**src/rtl/fifo_arb_pkg.sv**
```systemverilog
// Shared types and helpers for the FIFO push-port arbiter.
package fifo_arb_pkg;

    // Arbiter FSM: IDLE picks the next owner, GRANT streams that owner's beats.
    typedef enum logic [0:0] {
        IDLE  = 1'b0,
        GRANT = 1'b1
    } arb_state_e;

    // Upper bound on requesters the generic picker can handle.
    localparam int unsigned RR_MAX_REQ = 32;
    localparam int unsigned RR_IDX_W   = 5;

    // Round-robin select: first set bit of valid at or after ptr, wrapping
    // modulo n. Returns 0 when nothing is valid (caller checks any-valid).
    function automatic int unsigned rr_pick(
        input logic [RR_MAX_REQ-1:0] valid,
        input int unsigned           ptr,
        input int unsigned           n
    );
        int unsigned pick;
        int unsigned idx;
        logic        found;
        pick  = 32'd0;
        idx   = 32'd0;
        found = 1'b0;
        for (int unsigned k = 0; k < RR_MAX_REQ; k++) begin
            if ((k < n) && !found) begin
                idx = (ptr + k) % n;
                if (valid[idx[RR_IDX_W-1:0]]) begin
                    found = 1'b1;
                    pick  = idx;
                end else begin
                    found = 1'b0;
                end
            end else begin
                found = found;
            end
        end
        return pick;
    endfunction

endpackage

```
**src/rtl/fifo_push_arbiter_chk.sv**
```systemverilog
// Simulation checker: the tracked FIFO level must never overflow or underflow.
module fifo_push_arbiter_chk #(
    parameter  int DEPTH = 16,
    localparam int LVW   = $clog2(DEPTH+1)
) (
    input  logic           clk,
    input  logic           rst,
    input  logic [LVW-1:0] level,
    input  logic           push,
    input  logic           pop_eff
);

    // Flag a push into a full level or a pop from an empty level.
    always_ff @(posedge clk) begin
        if (!rst) begin
            assert (!((level == LVW'(DEPTH)) && push && !pop_eff))
                else $error("fifo_push_arbiter: level overflow");
            assert (!((level == LVW'(0)) && pop_eff && !push))
                else $error("fifo_push_arbiter: level underflow");
        end
    end

endmodule

```
**src/rtl/rr_picker.sv**
```systemverilog
// Combinational round-robin priority select over NUM_REQ request lines.
module rr_picker
    import fifo_arb_pkg::*;
#(
    parameter  int NUM_REQ = 4,
    localparam int IDW     = $clog2(NUM_REQ)
) (
    input  logic [NUM_REQ-1:0] valid,
    input  logic [IDW-1:0]     ptr,
    output logic [IDW-1:0]     pick,
    output logic               any_valid
);

    logic [RR_MAX_REQ-1:0] valid_ext_s;

    // Widen the request vector to the helper's width and select the winner.
    always_comb begin
        valid_ext_s                = '0;
        valid_ext_s[NUM_REQ-1:0]   = valid;
        pick                       = IDW'(rr_pick(valid_ext_s, 32'(ptr), NUM_REQ));
        any_valid                  = |valid;
    end

endmodule

```
**src/rtl/fifo_push_arbiter.sv**
```systemverilog
// Shares one FIFO push port among NUM_REQ producers with round-robin,
// burst-locked grants, and tracks FIFO occupancy from observed push/pop.
module fifo_push_arbiter
    import fifo_arb_pkg::*;
#(
    parameter  int DATA_WIDTH = 8,
    parameter  int DEPTH      = 16,
    parameter  int NUM_REQ    = 4,
    parameter  int BURST_LEN  = 4,
    localparam int IDW        = $clog2(NUM_REQ),
    localparam int LVW        = $clog2(DEPTH+1),
    localparam int BCW        = (BURST_LEN > 1) ? $clog2(BURST_LEN) : 1
) (
    input  logic                          clk,
    input  logic                          rst,
    input  logic [NUM_REQ-1:0]            req_valid,
    input  logic [NUM_REQ*DATA_WIDTH-1:0] req_data,
    output logic [NUM_REQ-1:0]            req_ready,
    output logic                          fifo_push,
    output logic [DATA_WIDTH-1:0]         fifo_data_in,
    input  logic                          fifo_full,
    input  logic                          fifo_pop,
    input  logic                          fifo_empty,
    output logic                          grant_valid,
    output logic [IDW-1:0]                grant_id,
    output logic [LVW-1:0]                level
);

    arb_state_e      state_q,    state_d;
    logic [IDW-1:0]  grant_id_q, grant_id_d;
    logic [IDW-1:0]  rr_ptr_q,   rr_ptr_d;
    logic [BCW-1:0]  beat_cnt_q, beat_cnt_d;
    logic [LVW-1:0]  level_q,    level_d;

    logic [IDW-1:0]  pick_s;
    logic            any_valid_s;
    logic            xfer_s;
    logic            last_beat_s;
    logic            pop_eff_s;
    logic [IDW-1:0]  next_ptr_s;

    rr_picker #(
        .NUM_REQ (NUM_REQ)
    ) u_rr_picker (
        .valid     (req_valid),
        .ptr       (rr_ptr_q),
        .pick      (pick_s),
        .any_valid (any_valid_s)
    );

    // Transfer qualification and push-side datapath; reset suppresses any push.
    always_comb begin
        xfer_s = 1'b0;
        if ((state_q == GRANT) && !rst) begin
            xfer_s = req_valid[grant_id_q] & ~fifo_full;
        end else begin
            xfer_s = 1'b0;
        end
        fifo_push    = xfer_s;
        fifo_data_in = '0;
        req_ready    = '0;
        if (xfer_s) begin
            fifo_data_in = req_data[grant_id_q*DATA_WIDTH +: DATA_WIDTH];
            req_ready    = NUM_REQ'(1) << grant_id_q;
        end else begin
            fifo_data_in = '0;
            req_ready    = '0;
        end
        last_beat_s = (beat_cnt_q == BCW'(BURST_LEN-1));
        pop_eff_s   = fifo_pop & ~fifo_empty;
        if (grant_id_q == IDW'(NUM_REQ-1)) begin
            next_ptr_s = '0;
        end else begin
            next_ptr_s = grant_id_q + IDW'(1);
        end
    end

    // Next-state logic: pick an owner in IDLE, count beats and release in GRANT.
    always_comb begin
        state_d    = state_q;
        grant_id_d = grant_id_q;
        rr_ptr_d   = rr_ptr_q;
        beat_cnt_d = beat_cnt_q;
        case (state_q)
            IDLE: begin
                if (any_valid_s) begin
                    state_d    = GRANT;
                    grant_id_d = pick_s;
                    beat_cnt_d = '0;
                end else begin
                    state_d    = IDLE;
                end
            end
            GRANT: begin
                if (!req_valid[grant_id_q]) begin
                    state_d  = IDLE;
                    rr_ptr_d = next_ptr_s;
                end else if (xfer_s && last_beat_s) begin
                    state_d  = IDLE;
                    rr_ptr_d = next_ptr_s;
                end else if (xfer_s) begin
                    beat_cnt_d = beat_cnt_q + BCW'(1);
                end else begin
                    beat_cnt_d = beat_cnt_q;
                end
            end
            default: begin
                state_d = IDLE;
            end
        endcase
    end

    // Occupancy tracking: push adds, effective pop subtracts, both cancel.
    always_comb begin
        level_d = level_q;
        case ({xfer_s, pop_eff_s})
            2'b10:   level_d = level_q + LVW'(1);
            2'b01:   level_d = level_q - LVW'(1);
            default: level_d = level_q;
        endcase
    end

    // State registers with synchronous reset.
    always_ff @(posedge clk) begin
        if (rst) begin
            state_q    <= IDLE;
            grant_id_q <= '0;
            rr_ptr_q   <= '0;
            beat_cnt_q <= '0;
            level_q    <= '0;
        end else begin
            state_q    <= state_d;
            grant_id_q <= grant_id_d;
            rr_ptr_q   <= rr_ptr_d;
            beat_cnt_q <= beat_cnt_d;
            level_q    <= level_d;
        end
    end

    // Status outputs come straight from registered state.
    always_comb begin
        grant_valid = (state_q == GRANT);
        grant_id    = grant_id_q;
        level       = level_q;
    end

    fifo_push_arbiter_chk #(
        .DEPTH (DEPTH)
    ) u_chk (
        .clk     (clk),
        .rst     (rst),
        .level   (level_q),
        .push    (xfer_s),
        .pop_eff (pop_eff_s)
    );

endmodule

```
**config.mk**
```make
export PLATFORM = sky130hd
export DESIGN_NAME = fifo_push_arbiter
export DESIGN_NICKNAME = d
export VERILOG_FILES = /design/src/rtl/fifo_arb_pkg.sv /design/src/rtl/fifo_push_arbiter_chk.sv /design/src/rtl/rr_picker.sv /design/src/rtl/fifo_push_arbiter.sv
export SDC_FILE = /design/constraint.sdc
export NUM_CORES = 1
export LEC_CHECK = 0
export CAP_MARGIN = 20
export CORE_AREA = 3 3 69 52
export DETAILED_ROUTE_END_ITERATION = 16
export DIE_AREA = 0 0 72 55
export PLACE_DENSITY_LB_ADDON = 0.15
export SLEW_MARGIN = 20
export SYNTH_ARGS = -nofsm -noshare
export SYNTH_HDL_FRONTEND = slang
export SYNTH_HIERARCHICAL = 1
export SYNTH_SLANG_ARGS = --single-unit
```
**constraint.sdc**
```tcl
create_clock -name clk -period 2.8 [get_ports clk]
set_input_delay 0.28 -clock clk [delete_from_list [all_inputs] [get_ports clk]]
set_output_delay 0.28 -clock clk [all_outputs]
set_load 0.01 [all_outputs]
```
==> results of run 1 <==
[cell usage in the layout, fill, tap and decap left out, types with 2 or more instances in the layout]
cell	n
clkdlybuf4s50_1	61
nor2_1	18
and2_1	12
dfxtp_1	12
mux4_2	9
ha_1	9
buf_4	6
a21oi_1	5
nand2_1	5
mux2i_1	5
xor2_1	4
nor3b_1	4
clkbuf_8	4
inv_1	3
nor2b_1	3
nand2b_1	3
a211oi_1	2
o21ai_1	2
[power by group]
part           switching, mW  total [mW]  internal, mW
registers             0.0174       0.201         0.183
clock network         0.0708       0.195         0.125
logic                 0.0837       0.221         0.137
total                  0.172       0.617         0.445
[final timing paths]
check / startpoint / to / slack (ps) / cells past startpoint
min reg2reg: beat_cnt_q[0] / beat_cnt_q[0] / 480 / 1
max reg2reg: grant_id[0] / level[2] / 310 / 9
min: beat_cnt_q[0] / beat_cnt_q[0] / 480 / 1
max: req_valid[1] / level[2] / 200 / 10
[cell type report]
class / count / area, um2
fillers: 255 / 1180
multi-input cells: 99 / 847
repair buffers: 67 / 656
flip-flops and latches: 12 / 240
clock buffers: 4 / 55.1
well taps: 38 / 47.5
inverters: 4 / 15.0
[through the flow]
step	TNS [ps]	hold slack [ps]	setup slack (ps)	util (%)	instances
after floorplan	0	434	280	-	122
after global placement	0	445	107	59.4	220
after detailed placement	-30.9	466	-30.9	59.4	220
after CTS	0	480	216	61.2	224
after global routing	0	498	81.2	61.2	224
final	0	475	203	61.2	224
[state kept, by name, summed over array words and instances (netlist names)]
name / cells
rr_ptr_q: 2
beat_cnt_q: 2
grant_id: 2
grant_valid: 1
level: 5
[per-layer routing]
metal	track usage, %	vias up	part of all wire, %
met5	0	-	0
met4	5.63	0	0.72
met3	3.79	2	6.4
met2	26.1	46	44
met1	26.5	528	49
li1	-	563	-
[cell families (layout without fill, tap and decap cells)]
kind of cell / after synthesis / count (layout)
buf+inv: 11 / 75
xor+xnor: 4 / 4
fa+ha+maj: 9 / 9
flops: 12 / 12
mux: 16 / 16
compound gates: 15 / 15
simple gates: 55 / 55
==> metrics.txt, run 1 <==
vias in the first global route=995; clk_lat worst skew=240 ps; relative slew slack=69.6%; Design Area, Final=1860 um2; H-tree levels=1; GRT Overall Usage=18.0%; Worst-path clk slew=60 ps; Worst setup SP type=input port; critical path endpoint category=flip-flop; Yosys cell types=38; post-route antenna net violation count=0; Design Power=617 uW; Period minus WS final=2600 ps; simple-gate area share of the yosys netlist=26.5%; max capacitance violation total=0; final hold violation count=0; status=completed; required time worst endpoint=2980 ps; Syn Area/Cell=9.36 um2; HP Class=flip-flop to flip-flop; RSZ-0062 raised after global routing=no; Fin Clk Skew=2.52 ps; clk root buf=clkbuf_8; Die X=72 um; Die Ht=55 um; DR vias=1139; num ports=62; postcts setup bufs=0; largest net degree at the start of global routing=17; ant diodes=0; Ys Warns=6; GPL Wtd Cong=0.827; Crit path largest cell delay=540 ps; site row count=17; number of buffers created by CTS=3; clk buf depth=2; First-pass DRT Iterations=4; Mapped Cells=122; CTS tree=done; global route overflow=0; first-pass GRT wire length=5380 um; EDFF count, synth=0; count leader, synth=nor2_1; Power per Cell Area=332 nW/um2; Pins Over Slew Limit=0; final net count=237; I/O Buffers=61; Compound-Gate Fraction of Synth Area=10.3%; worst-path cell chain=clkdlybuf4s50_1, mux4_2, nand3_2, ha_1, xor2_1, ha_1, a21oi_1, xor2_1, or3_1, a21oi_1; Synth top area share=21.0%; area delta synth->final=62.9%; CP Class=input port to flip-flop; # DRC=0; largest family of logic cells by synthesized area=simple AND/OR/NAND/NOR gates; die area=3960 um2; Post-DP HPWL=2690 um; Post-Synth Adder-Cell Area=9.86%; Main synth FF type=dfxtp_1; layout cells sized above 1=13.4%; Sink Count=12; top cells by count, synth=nor2_1, and2_1, dfxtp_1; Max VDD drop=397 uV; Final Cycle Share=92.7%; ys async rst share=0%; slowest CP cell=mux4_2; kind of cell adding the most delay to the critical path=multiplexers; Worst Path Max Fanout=4; cell taking the most area after synthesis=dfxtp_1; Post-Route WL=3350 um; post_cts resized=0; upper clock frequency limit=385 MHz; Post-Syn Nets=172; routed wire length per instance=15.0 um; Final setup viols=0; Synth Register Bits=12; Worst-Margin Slew=455 ps; synth top area cells=dfxtp_1, mux4_2, ha_1, and2_1, nor2_1; Lkg Pwr=0.727 nW; sequential share of the synthesized area=21.0%; Critical Path AT=2780 ps; Starting Density=37.6%; xor-xnor portion of the synthesized cell area=3.07%; DP Area=1810 um2; Post-Syn Area=1140 um2; drt initial violations=38; mux share of post-synthesis cell area=24.4%; initial antenna violation count=0; Vias/cell=5.08; CP bufs+invs=1; # hold bufs at CTS=0; core area=3040 um2
(Power assumes the default switching activity.)
==> run 2: changes to the inputs <==
--- a/config.mk
+++ b/config.mk
@@ -10,7 +10,6 @@
 export DETAILED_ROUTE_END_ITERATION = 16
 export DIE_AREA = 0 0 72 55
 export PLACE_DENSITY_LB_ADDON = 0.15
-export SLEW_MARGIN = 20
 export SYNTH_ARGS = -nofsm -noshare
 export SYNTH_HDL_FRONTEND = slang
 export SYNTH_HIERARCHICAL = 1
==> results of run 2 <==
Final layout, timing and power as in run 1 (identical DEF).
